===== config.mk =====
export PLATFORM = sky130hd
export DESIGN_NAME = play_timer
export DESIGN_NICKNAME = d
export VERILOG_FILES = /design/src/rtl/play_timer.sv
export SDC_FILE = /design/constraint.sdc
export NUM_CORES = 1
export LEC_CHECK = 0
export CAP_MARGIN = 20
export CELL_PAD_IN_SITES_DETAIL_PLACEMENT = 1
export CELL_PAD_IN_SITES_GLOBAL_PLACEMENT = 2
export CORE_AREA = 8 8 106 108
export DETAILED_ROUTE_END_ITERATION = 7
export DIE_AREA = 0 0 114 116
export PLACE_DENSITY_LB_ADDON = 0.1
export RECOVER_POWER = 100
export SYNTH_ARGS = -nofsm -noshare
export SYNTH_HDL_FRONTEND = slang
export SYNTH_SLANG_ARGS = --single-unit

===== constraint.sdc =====
create_clock -name clk -period 9 [get_ports clk]
set_clock_uncertainty 0.15 [all_clocks]
set_input_delay 1.35 -clock clk [delete_from_list [all_inputs] [get_ports clk]]
set_output_delay 1.35 -clock clk [all_outputs]
set_load 0.05 [all_outputs]

===== src/rtl/play_timer.sv =====
// Whole-second game clock: loads PLAY_SEC, counts down in BCD while the game FSM is in PLAY,
// flags gameover at 00. Optional pause input is enabled by defining TIMER_PAUSE_EN.
module play_timer #(
  parameter int CLK_HZ    = 50_000_000,
  parameter int PLAY_SEC  = 60,
  parameter int BONUS_SEC = 5,
  parameter int WARN_SEC  = 10
) (
  input  logic       clk,
  input  logic       rst_n,
  input  logic [1:0] state_i,
  input  logic       bonus_add_i,
`ifdef TIMER_PAUSE_EN
  input  logic       pause_i,
`endif
  output logic       gameover_o,
  output logic [3:0] sec_tens_o,
  output logic [3:0] sec_ones_o,
  output logic       tick_o,
  output logic       warn_o,
  output logic       warn_blink_o
);

  localparam logic [1:0] ST_IDLE = 2'd0;
  localparam logic [1:0] ST_CTWN = 2'd1;
  localparam logic [1:0] ST_PLAY = 2'd2;

  localparam int PW = ($clog2(CLK_HZ) > 0) ? $clog2(CLK_HZ) : 1;
  localparam logic [PW-1:0] TERM   = PW'(CLK_HZ - 1);
  localparam logic [PW-1:0] HALF   = PW'(CLK_HZ / 2);
  localparam logic [3:0]    PLAY_T = 4'(PLAY_SEC / 10);
  localparam logic [3:0]    PLAY_O = 4'(PLAY_SEC % 10);
  localparam logic [7:0]    BONUS_B = 8'(BONUS_SEC);
  localparam logic [6:0]    WARN_B  = 7'(WARN_SEC);

  if (CLK_HZ < 2 || PLAY_SEC < 1 || PLAY_SEC > 99 || BONUS_SEC < 0 || BONUS_SEC > 99 ||
      WARN_SEC < 0 || WARN_SEC > 99) begin : g_param_err
    $error("play_timer: parameter out of range");
  end

  typedef enum logic [1:0] {T_LOAD, T_RUN, T_DONE} tstate_e;

  tstate_e       fsm_q;
  logic [PW-1:0] presc_q;
  logic [3:0]    tens_q, ones_q;
  logic          go_q, tick_q;

  logic          run_en;
  logic          load_req, time_zero, wrap, advance;
  logic [6:0]    bin;
  logic [7:0]    sum_raw;
  logic [6:0]    sum_sat;
  logic [3:0]    tens_d, ones_d;

`ifdef TIMER_PAUSE_EN
  assign run_en = ~pause_i;
`else
  assign run_en = 1'b1;
`endif

  assign load_req  = (state_i == ST_IDLE) || (state_i == ST_CTWN);
  assign time_zero = (tens_q == 4'd0) && (ones_q == 4'd0);
  assign wrap      = (presc_q == TERM);
  assign advance   = (fsm_q == T_RUN) && (state_i == ST_PLAY) && !time_zero && run_en;

  // Tick decrement and bonus are folded into one binary add so they combine in a single cycle.
  always_comb begin
    bin     = ({3'b000, tens_q} * 7'd10) + {3'b000, ones_q};
    sum_raw = {1'b0, bin} - {7'd0, wrap} + (bonus_add_i ? BONUS_B : 8'd0);
    sum_sat = (sum_raw > 8'd99) ? 7'd99 : sum_raw[6:0];
    tens_d  = 4'(sum_sat / 7'd10);
    ones_d  = 4'(sum_sat % 7'd10);
  end

  always_ff @(posedge clk or negedge rst_n) begin
    if (!rst_n) begin
      fsm_q   <= T_LOAD;
      presc_q <= '0;
      tens_q  <= PLAY_T;
      ones_q  <= PLAY_O;
      go_q    <= 1'b0;
      tick_q  <= 1'b0;
    end else begin
      tick_q <= 1'b0;
      if (load_req) begin
        fsm_q   <= T_LOAD;
        presc_q <= '0;
        tens_q  <= PLAY_T;
        ones_q  <= PLAY_O;
        go_q    <= 1'b0;
      end else begin
        case (fsm_q)
          T_LOAD: if (state_i == ST_PLAY) fsm_q <= T_RUN;
          T_RUN: begin
            if (time_zero) begin
              fsm_q <= T_DONE;
              go_q  <= 1'b1;
            end else if (advance) begin
              presc_q <= wrap ? '0 : presc_q + 1'b1;
              tick_q  <= wrap;
              tens_q  <= tens_d;
              ones_q  <= ones_d;
            end
          end
          T_DONE:  go_q  <= 1'b1;
          default: fsm_q <= T_LOAD;
        endcase
      end
    end
  end

  assign gameover_o   = go_q;
  assign sec_tens_o   = tens_q;
  assign sec_ones_o   = ones_q;
  assign tick_o       = tick_q;
  assign warn_o       = (state_i == ST_PLAY) && !time_zero && (bin <= WARN_B);
  assign warn_blink_o = warn_o && (presc_q < HALF);

endmodule


==> impl_metrics.yaml, run 1 <==
outcome:
  status: "finished, violations left"
  failed_checks: "max-capacitance violations, max-slew violations"
layout:
  diodes: 0
  drive_above_1_share: 0.0970
  syn_to_final_growth_pct: 9.99
  final-instance-count-excl-fill: 535
  nets: 430
  fin_util: 0.387
  fillers: 1170
sta:
  min_period_ns: 7.51
  rsz0062_at_grt: "no"
  relSlewSlack: -0.372
  setup_viol_count_final: 0
  fmax_mhz: 133
  period_share: 0.835
  tightest_slew_ns: 2.06
  fin_setup_tns_ns: 0
  hold_violations: 0
  slew_violations: 39
clocking:
  cts_resized: 0
  post-cts-setup-buffer-count: 0
  cts_tree: "done"
  ctsHoldBuffers: 0
  clk_latency_ns: 0.29
  cts_sinks: 38
  root_buffer: "clkbuf_8"
  clkTransAtPathRegs_ns: 0.08
  numCtsBuffers: 5
  htree_levels: 2
  ctsLongestPathBuffers: 2
synth:
  synthCells: 388
  yosysMostFrequentCell: "nor2_1"
  synth_warnings: 0
  ys.flop_type: "dfrtp_1"
  syn_nets: 417
  synth-edff-count: 0
  ys_seq_area_frac: 0.284
  netlist_area_um2: 3360
  synth.distinct_cells: 77
  async_reset_ff_frac: 1.00
  postSynthAreaPerCell_um2: 8.65
  synth_common_cells: "38 x nor2_1, 36 x dfrtp_1, 27 x inv_1"
  synth_seq_cells: 38
  synth_top_area_frac: 0.268
  yosys.area.top_type: "dfrtp_1"
  synthTopCellsByArea: "dfrtp_1 27%, ha_1 7.8%, xor2_1 5.0%"
global_route:
  grtUsageTotal: 0.150
  antenna_found_initial: 0
  grt_pass1_vias: 3149
  grt_max_degree: 39
  grt_pass1_wl_mm: 16.1
  grt-ovfl-total: 0
place:
  hpwl_mm: 7.41
  numPortBuffers: 16
  place_congestion: 0.786
  dp_cells: 527
detailed_routing:
  drt-initial-drc-count: 75
  postRouteWirelength_mm: 9.22
  vias: 2977
  antenna_left: 0
  vias_per_cell: 5.56
  drc: 0
  wl_per_cell_um: 17.2
  first_pass_iters: 4
min_path:
  hold_class: "flop to flop"
floorplanning:
  dieArea_um2: 13200
  row_count: 36
  start_util: 0.352
  fp.dieH_um: 116
  core_um2: 9550
  ios: 17
  die_w_um: 114
critical_path:
  crit_slowest_cell: "nor4_1"
  crit_arrival_ns: 7.53
  crit_required_ns: 9.01
  slowest_delay_ns: 0.58
  start_kind: "flop"
  crit_fanout: 8
  end_kind: "flop"
  crit_type: "flop to flop"
flow_run:
  max_cap_violations: 1
==> layout make-up <==
type | instances | area (um^2) | share of cell area
clock buffer | 7 | 86.3 | 0.0234
clock inverter | 1 | 5.00 | 0.00136
inverter | 27 | 101 | 0.0274
multi-input combinational | 312 | 2220 | 0.602
sequential | 38 | 953 | 0.258
tap | 133 | 166 | 0.0451
timing repair buffer | 17 | 158 | 0.0427
==> flip-flops by register name, summed over array words and instances (netlist names) <==
name / count
tick_o: 1
sec_tens_o: 4
fsm_q: 2
gameover_o: 1
presc_q: 26
sec_ones_o: 4
==> cell families (layout without fill, tap and decap cells) <==
family                     count (synthesis)  in the layout  share of synthesized area
adders and majority gates                 24             24                     0.0962
and+or+nand+nor                          163            163                      0.268
DFF                                       38             38                      0.284
xor gates and xnor gates                  27             27                     0.0749
buffers and inverters                     38             52                     0.0496
AOI/OAI and AO/OA                         93             93                      0.211
muxes                                      5              5                     0.0164
==> metrics by stage <==
| stage | area, um^2 | hold slack (ns) | setup WS, ns |
|---|---|---|---|
| finish | 3690 | 0.344 | 1.49 |
| global route | 3690 | 0.376 | 0.728 |
| CTS | 3710 | 0.353 | 1.54 |
| detailed placement | 3620 | 0.334 | 1.58 |
| global placement | 3620 | 0.324 | 1.75 |
| floorplan | 3360 | 0.304 | 2.36 |
==> placed cells by master (no fill, tap or decap), types with 5 or more instances in the layout <==
cell type,n
or4_1,5
xor2_1,19
and3_1,6
o31ai_1,6
dfrtp_1,36
ha_1,21
nor2_1,38
nor3b_1,5
nand3_1,23
nor4_1,5
inv_1,27
nand2_1,26
dlygate4sd3_1,13
o21ai_0,20
xnor2_1,6
nor3_1,6
a21oi_1,13
nand4_1,11
clkbuf_8,6
nand3b_1,5
==> critical path, delay by kind of cell (launching register included) <==
family,cells,cell delay (ns)
fa+ha+maj,6,1.75
mux,1,0.27
compound gates,10,1.90
simple gates,9,2.53
flops,1,0.44
buf+inv,5,0.37
==> worst paths after layout <==
kind                       startpoint             to  slack [ns]  depth (start not counted)
max                        presc_q[3]  sec_ones_o[1]        1.49                         31
min                        gameover_o     gameover_o        0.34                          1
max reg2reg                presc_q[3]  sec_ones_o[1]        1.49                         31
min reg2reg                gameover_o     gameover_o        0.34                          1
max in group asynchronous       rst_n  sec_ones_o[0]        6.03                          1
min in group asynchronous       rst_n    presc_q[24]        1.50                          1
==> layer usage <==
layer  GRT usage  routed length, um
met5           0                  0
met4      0.0515                140
met1       0.165               3940
met2       0.293               5050
met3      0.0141                100
Power of run 1 is left out: the tool's default activity adds up to more than one toggle a clock period on the data nets, which glitch-free logic cannot reach.
==> run 2: changes to the inputs <==
- CORE_AREA: 8 8 106 108 -> 8 8 109 111
- DIE_AREA: 0 0 114 116 -> 0 0 117 119
- clock period: 9 -> 6.1 ns (I/O delays scaled with it)
==> run 2 against run 1 <==
- the flow still finishes with violations (max-capacitance violations, max-slew violations)
- die area grew 5.3%
- highest routed layer unchanged
- via count grew 8.7%
- maximum frequency grew 25%
- final cell count grew 15%
- count of clock-buffer cells in the layout is the same
- global-route usage grew 0.80 points
- design area grew 25%
- sequential share of layout area shrank 5.0 points
- critical path depth shrank 1
- register-to-register slack lost 1.4 ns
- worst setup slack lost 1.4 ns
- critical endpoint unchanged
- first-iteration DRC count grew 110%
==> impl_metrics.yaml, run 2 (same netlist as run 1, synthesis figures left out) <==
floorplanning:
  fp.dieH_um: 119
  ios: 17
  core_um2: 10100
  die_w_um: 117
  dieArea_um2: 13900
  start_util: 0.333
  row_count: 37
critical_path:
  crit_arrival_ns: 6.06
  slowest_delay_ns: 0.64
  crit_type: "flop to flop"
  crit_fanout: 7
  rrSetupSlack_ns: 0.07
  crit_slowest_cell: "dfstp_4"
  start_kind: "flop"
  end_kind: "flop"
  crit_required_ns: 6.13
  cpMostUsedCell: "buf_4"
sta:
  layout_setup_ws_ns: 0.0692
  hold_violations: 0
  slew_violations: 39
  min_period_ns: 6.03
  tightest_slew_ns: 2.11
  holdWs_ns: 0.356
  relSlewSlack: -0.409
  fmax_mhz: 166
  rsz0062_at_grt: "yes"
  setup_viol_count_final: 0
  period_share: 0.989
outcome:
  status: "finished, violations left"
  failed_checks: "max-capacitance violations, max-slew violations"
place:
  pre_cts_slack_ns: -0.177
  place_congestion: 0.828
  numPortBuffers: 16
  hpwl_mm: 8.29
layout:
  fillers: 1201
  layout_common_cells: "72 x buf_4, 38 x nor2_1, 34 x dfrtp_1"
  diodes: 0
  nets: 505
  largest_reg_flops: 26
  final_common_cell: "buf_4"
  drive_above_1_share: 0.335
  syn_to_final_growth_pct: 37.2
  largest_register: "presc_q"
global_route:
  grt_pass1_wl_mm: 17.8
  grt-ovfl-total: 0
  grt_max_degree: 39
  use_met1: 0.180
  antenna_found_initial: 0
  grtUsageMet2: 0.298
  busiest_layer: "met2"
  grt_pass1_vias: 3479
  grtUsageTotal: 0.158
  grt_util_met3: 0.0121
detailed_routing:
  drc: 0
  drt-initial-drc-count: 157
  wl_per_cell_um: 17.3
  vias_per_cell: 5.28
  vias: 3235
  postRouteWirelength_mm: 10.6
  antenna_left: 0
  first_pass_iters: 4
clocking:
  numCtsBuffers: 5
  ctsLongestPathBuffers: 2
  root_buffer: "clkbuf_8"
  htree_levels: 2
  clkTransAtPathRegs_ns: 0.09
  cts_tree: "done"
  cts_sinks: 38
  clk_latency_ns: 0.30
flow_run:
  max_cap_violations: 1
min_path:
  hold_class: "flop to flop"
[run 2: changes by cell type in the layout (fill, tap and decap cells not counted), sizes merged]
cell	previous run	this run
buf	0	74
clkbuf	9	10
clkdlybuf4s50	2	4
dlygate4sd3	13	11
[run 2: path summary, 6_finish.rpt]
path | start | cells past startpoint | endpoint
worst max-delay path | sec_tens_o[1] | 30 | sec_ones_o[1]
worst min-delay path | gameover_o | 1 | gameover_o
worst max register to register | sec_tens_o[1] | 30 | sec_ones_o[1]
worst min register to register | gameover_o | 1 | gameover_o
max in group asynchronous | rst_n | 1 | sec_tens_o[0]
min in group asynchronous | rst_n | 1 | presc_q[19]
[run 2: timing repair]
action / CTS / global route
pin swaps: 7 / 22
hold buffers: 0 / 0
resized for setup: 5 / 37
buffers inserted: 10 / 15
setup endpoints to repair: 3 / 4
[run 2: per-stage QoR]
step	util	cells	setup TNS [ns]	cell area, um^2
after floorplan	-	388	-0.195	3490
after global placement	0.409	580	-0.0448	4130
after detailed placement	0.409	580	-0.258	4130
after CTS	0.428	598	-0.00730	4320
after global routing	0.456	613	-0.748	4610
final	0.456	613	0	4610
[run 2: critical path: cells and delay by family, from the launching register on]
family / cells / cell delay (ns)
DFF: 1 / 0.64
adders and majority gates: 6 / 1.37
buffers and inverters: 8 / 0.86
muxes: 1 / 0.12
and+or+nand+nor: 5 / 1.03
AOI/OAI and AO/OA: 9 / 1.56
xor gates and xnor gates: 1 / 0.16
[run 2: final cells by class]
class                      instances  area (um^2)  share of cell area
timing repair buffer              92          724               0.157
clock buffer                       7         86.3              0.0187
clock inverter                     1         5.00             0.00109
multi-input combinational        312         2560               0.556
sequential                        38          960               0.208
inverter                          27          101              0.0220
tap                              136          170              0.0369
[run 2: metal layers]
layer | wire length [um] | up-vias | part of all wire
met5 | 0 | - | 0
met1 | 4580 | 1597 | 0.43
met4 | 278 | 0 | 0.026
met3 | 89 | 19 | 0.0084
li1 | - | 1598 | -
met2 | 5670 | 21 | 0.53
Power of run 2 is left out for the same reason.
==> run 3: changes to the inputs <==
- CORE_AREA: 8 8 109 111 -> 8 8 106 108
- DIE_AREA: 0 0 117 119 -> 0 0 114 116
- clock period: 6.1 -> 5.9 ns (I/O delays scaled with it)
==> run 3 against run 2 <==
- via count is 3.2% higher
- global-route usage is 0.81 points higher
- final cell count is 2.9% higher
- the flow finishes with violations (max-capacitance violations, max-slew violations, negative setup slack)
- utilization is 3.3 points higher
- flip-flop and latch count stayed put
- highest routed layer unchanged
==> impl_metrics.yaml, run 3 (same netlist as run 1, synthesis figures left out) <==
floorplanning:
  row_count: 36
  die_w_um: 114
  fp.dieH_um: 116
  start_util: 0.352
  core_um2: 9550
  ios: 17
  dieArea_um2: 13200
clocking:
  cts_tree: "done"
  ctsLongestPathBuffers: 2
  ctsHoldBuffers: 0
  numCtsBuffers: 5
  root_buffer: "clkbuf_8"
  clk_latency_ns: 0.29
  clkTransAtPathRegs_ns: 0.08
  htree_levels: 2
  cts_sinks: 38
global_route:
  grtUsageTotal: 0.166
  busiest_layer: "met2"
  grt-ovfl-total: 0
  grt_pass1_wl_mm: 17.8
  grtUsageMet2: 0.340
  grt_util_met3: 0.0135
  grt_pass1_vias: 3636
  grt_max_degree: 39
  use_met1: 0.174
  antenna_found_initial: 0
min_path:
  worstHoldStart: "gameover_o"
  min_path_cells: 1
  holdPathEnd: "gameover_o"
  hold_class: "flop to flop"
critical_path:
  crit_arrival_ns: 6.04
  crit_required_ns: 5.92
  rrSetupSlack_ns: -0.12
  start_kind: "flop"
  crit_slowest_cell: "dfstp_4"
  cpMostUsedCell: "buf_4"
  crit_fanout: 7
  slowest_delay_ns: 0.65
  rr_endpoint: "sec_ones_o[1]"
  ff2ff_path_depth: 28
  end_kind: "flop"
  crit_type: "flop to flop"
  timing.rr.start: "sec_tens_o[1]"
detailed_routing:
  antenna_left: 0
  first_pass_iters: 4
  postRouteWirelength_mm: 10.5
  drt-initial-drc-count: 81
  drc: 0
  vias: 3338
  vias_per_cell: 5.29
  wl_per_cell_um: 16.6
place:
  dpl_cell_area_um2: 4340
  place_congestion: 0.824
  hpwl_mm: 8.36
  dp_cells: 606
  pre_cts_slack_ns: -0.273
  numPortBuffers: 16
sta:
  setup_viol_count_final: 4
  relSlewSlack: -0.408
  rsz0062_at_grt: "yes"
  layout_setup_ws_ns: -0.119
  hold_violations: 0
  min_period_ns: 6.02
  holdWs_ns: 0.339
  fmax_mhz: 166
  slew_violations: 39
  period_share: 1.02
  tightest_slew_ns: 2.11
flow_run:
  max_cap_violations: 1
layout:
  nets: 526
  multiInputGateArea_um2: 2490
  fillers: 1141
  design_area_um2: 4670
  drive_above_1_share: 0.335
  layout_common_cells: "94 x buf_4, 38 x nor2_1, 34 x dfrtp_1"
  final_common_cell: "buf_4"
  diodes: 0
  largest_register: "presc_q"
  final-instance-count-excl-fill: 631
  regArea_um2: 960
  largest_reg_flops: 26
  syn_to_final_growth_pct: 39.2
outcome:
  failed_checks: "max-capacitance violations, max-slew violations, negative setup slack"
  status: "finished, violations left"
run 3: cell types whose count changed in the layout (fill, tap and decap cells not counted), moves of 3 or more:
cell     change
mux2i_1      +3
mux2i_2      -3
inv_2        -3
buf_4       +22
inv_1        +3
run 3: critical path, delay by kind of cell (launching register included):
family	cells	cell delay (ns)
flops	1	0.65
xor+xnor	1	0.15
compound gates	8	1.44
simple gates	6	1.36
fa+ha+maj	6	1.39
buf+inv	7	0.77
run 3: worst max path at each step:
stage,from,end,slack [ns]
after floorplan,sec_tens_o[1],sec_ones_o[1],-0.31
after detailed placement,presc_q[9],sec_ones_o[1],-0.27
final,sec_tens_o[1],sec_ones_o[1],-0.12
after CTS,sec_tens_o[1],sec_ones_o[2],-0.12
after global routing,sec_tens_o[1],sec_ones_o[1],-0.43
after global placement,sec_tens_o[1],sec_ones_o[1],-0.19
run 3: area by class of cell:
type,instances,area share
clock buffer,6,0.0155
clock inverter,2,0.00214
inverter,27,0.0217
multi-input combinational,312,0.532
sequential,38,0.205
tap,133,0.0356
timing repair buffer,113,0.187
run 3: what timing repair did:
action / CTS / global route
setup buffers: 12 / 5
resized for setup: 8 / 14
pin swaps: 19 / 10
setup endpoints to repair: 4 / 5
run 3: per-layer routing:
metal / vias to the layer above / share of wire
li1: 1632 / -
met4: 0 / 0.020
met3: 14 / 0.012
met1: 1657 / 0.40
met2: 35 / 0.56
met5: - / 0
run 3: through the flow:
stage,util,setup TNS [ns]
final,0.489,-0.295
after global routing,0.489,-1.50
after CTS,0.478,-0.447
after detailed placement,0.455,-0.702
after global placement,0.455,-0.453
after floorplan,-,-0.865
Power of run 3 is left out for the same reason.
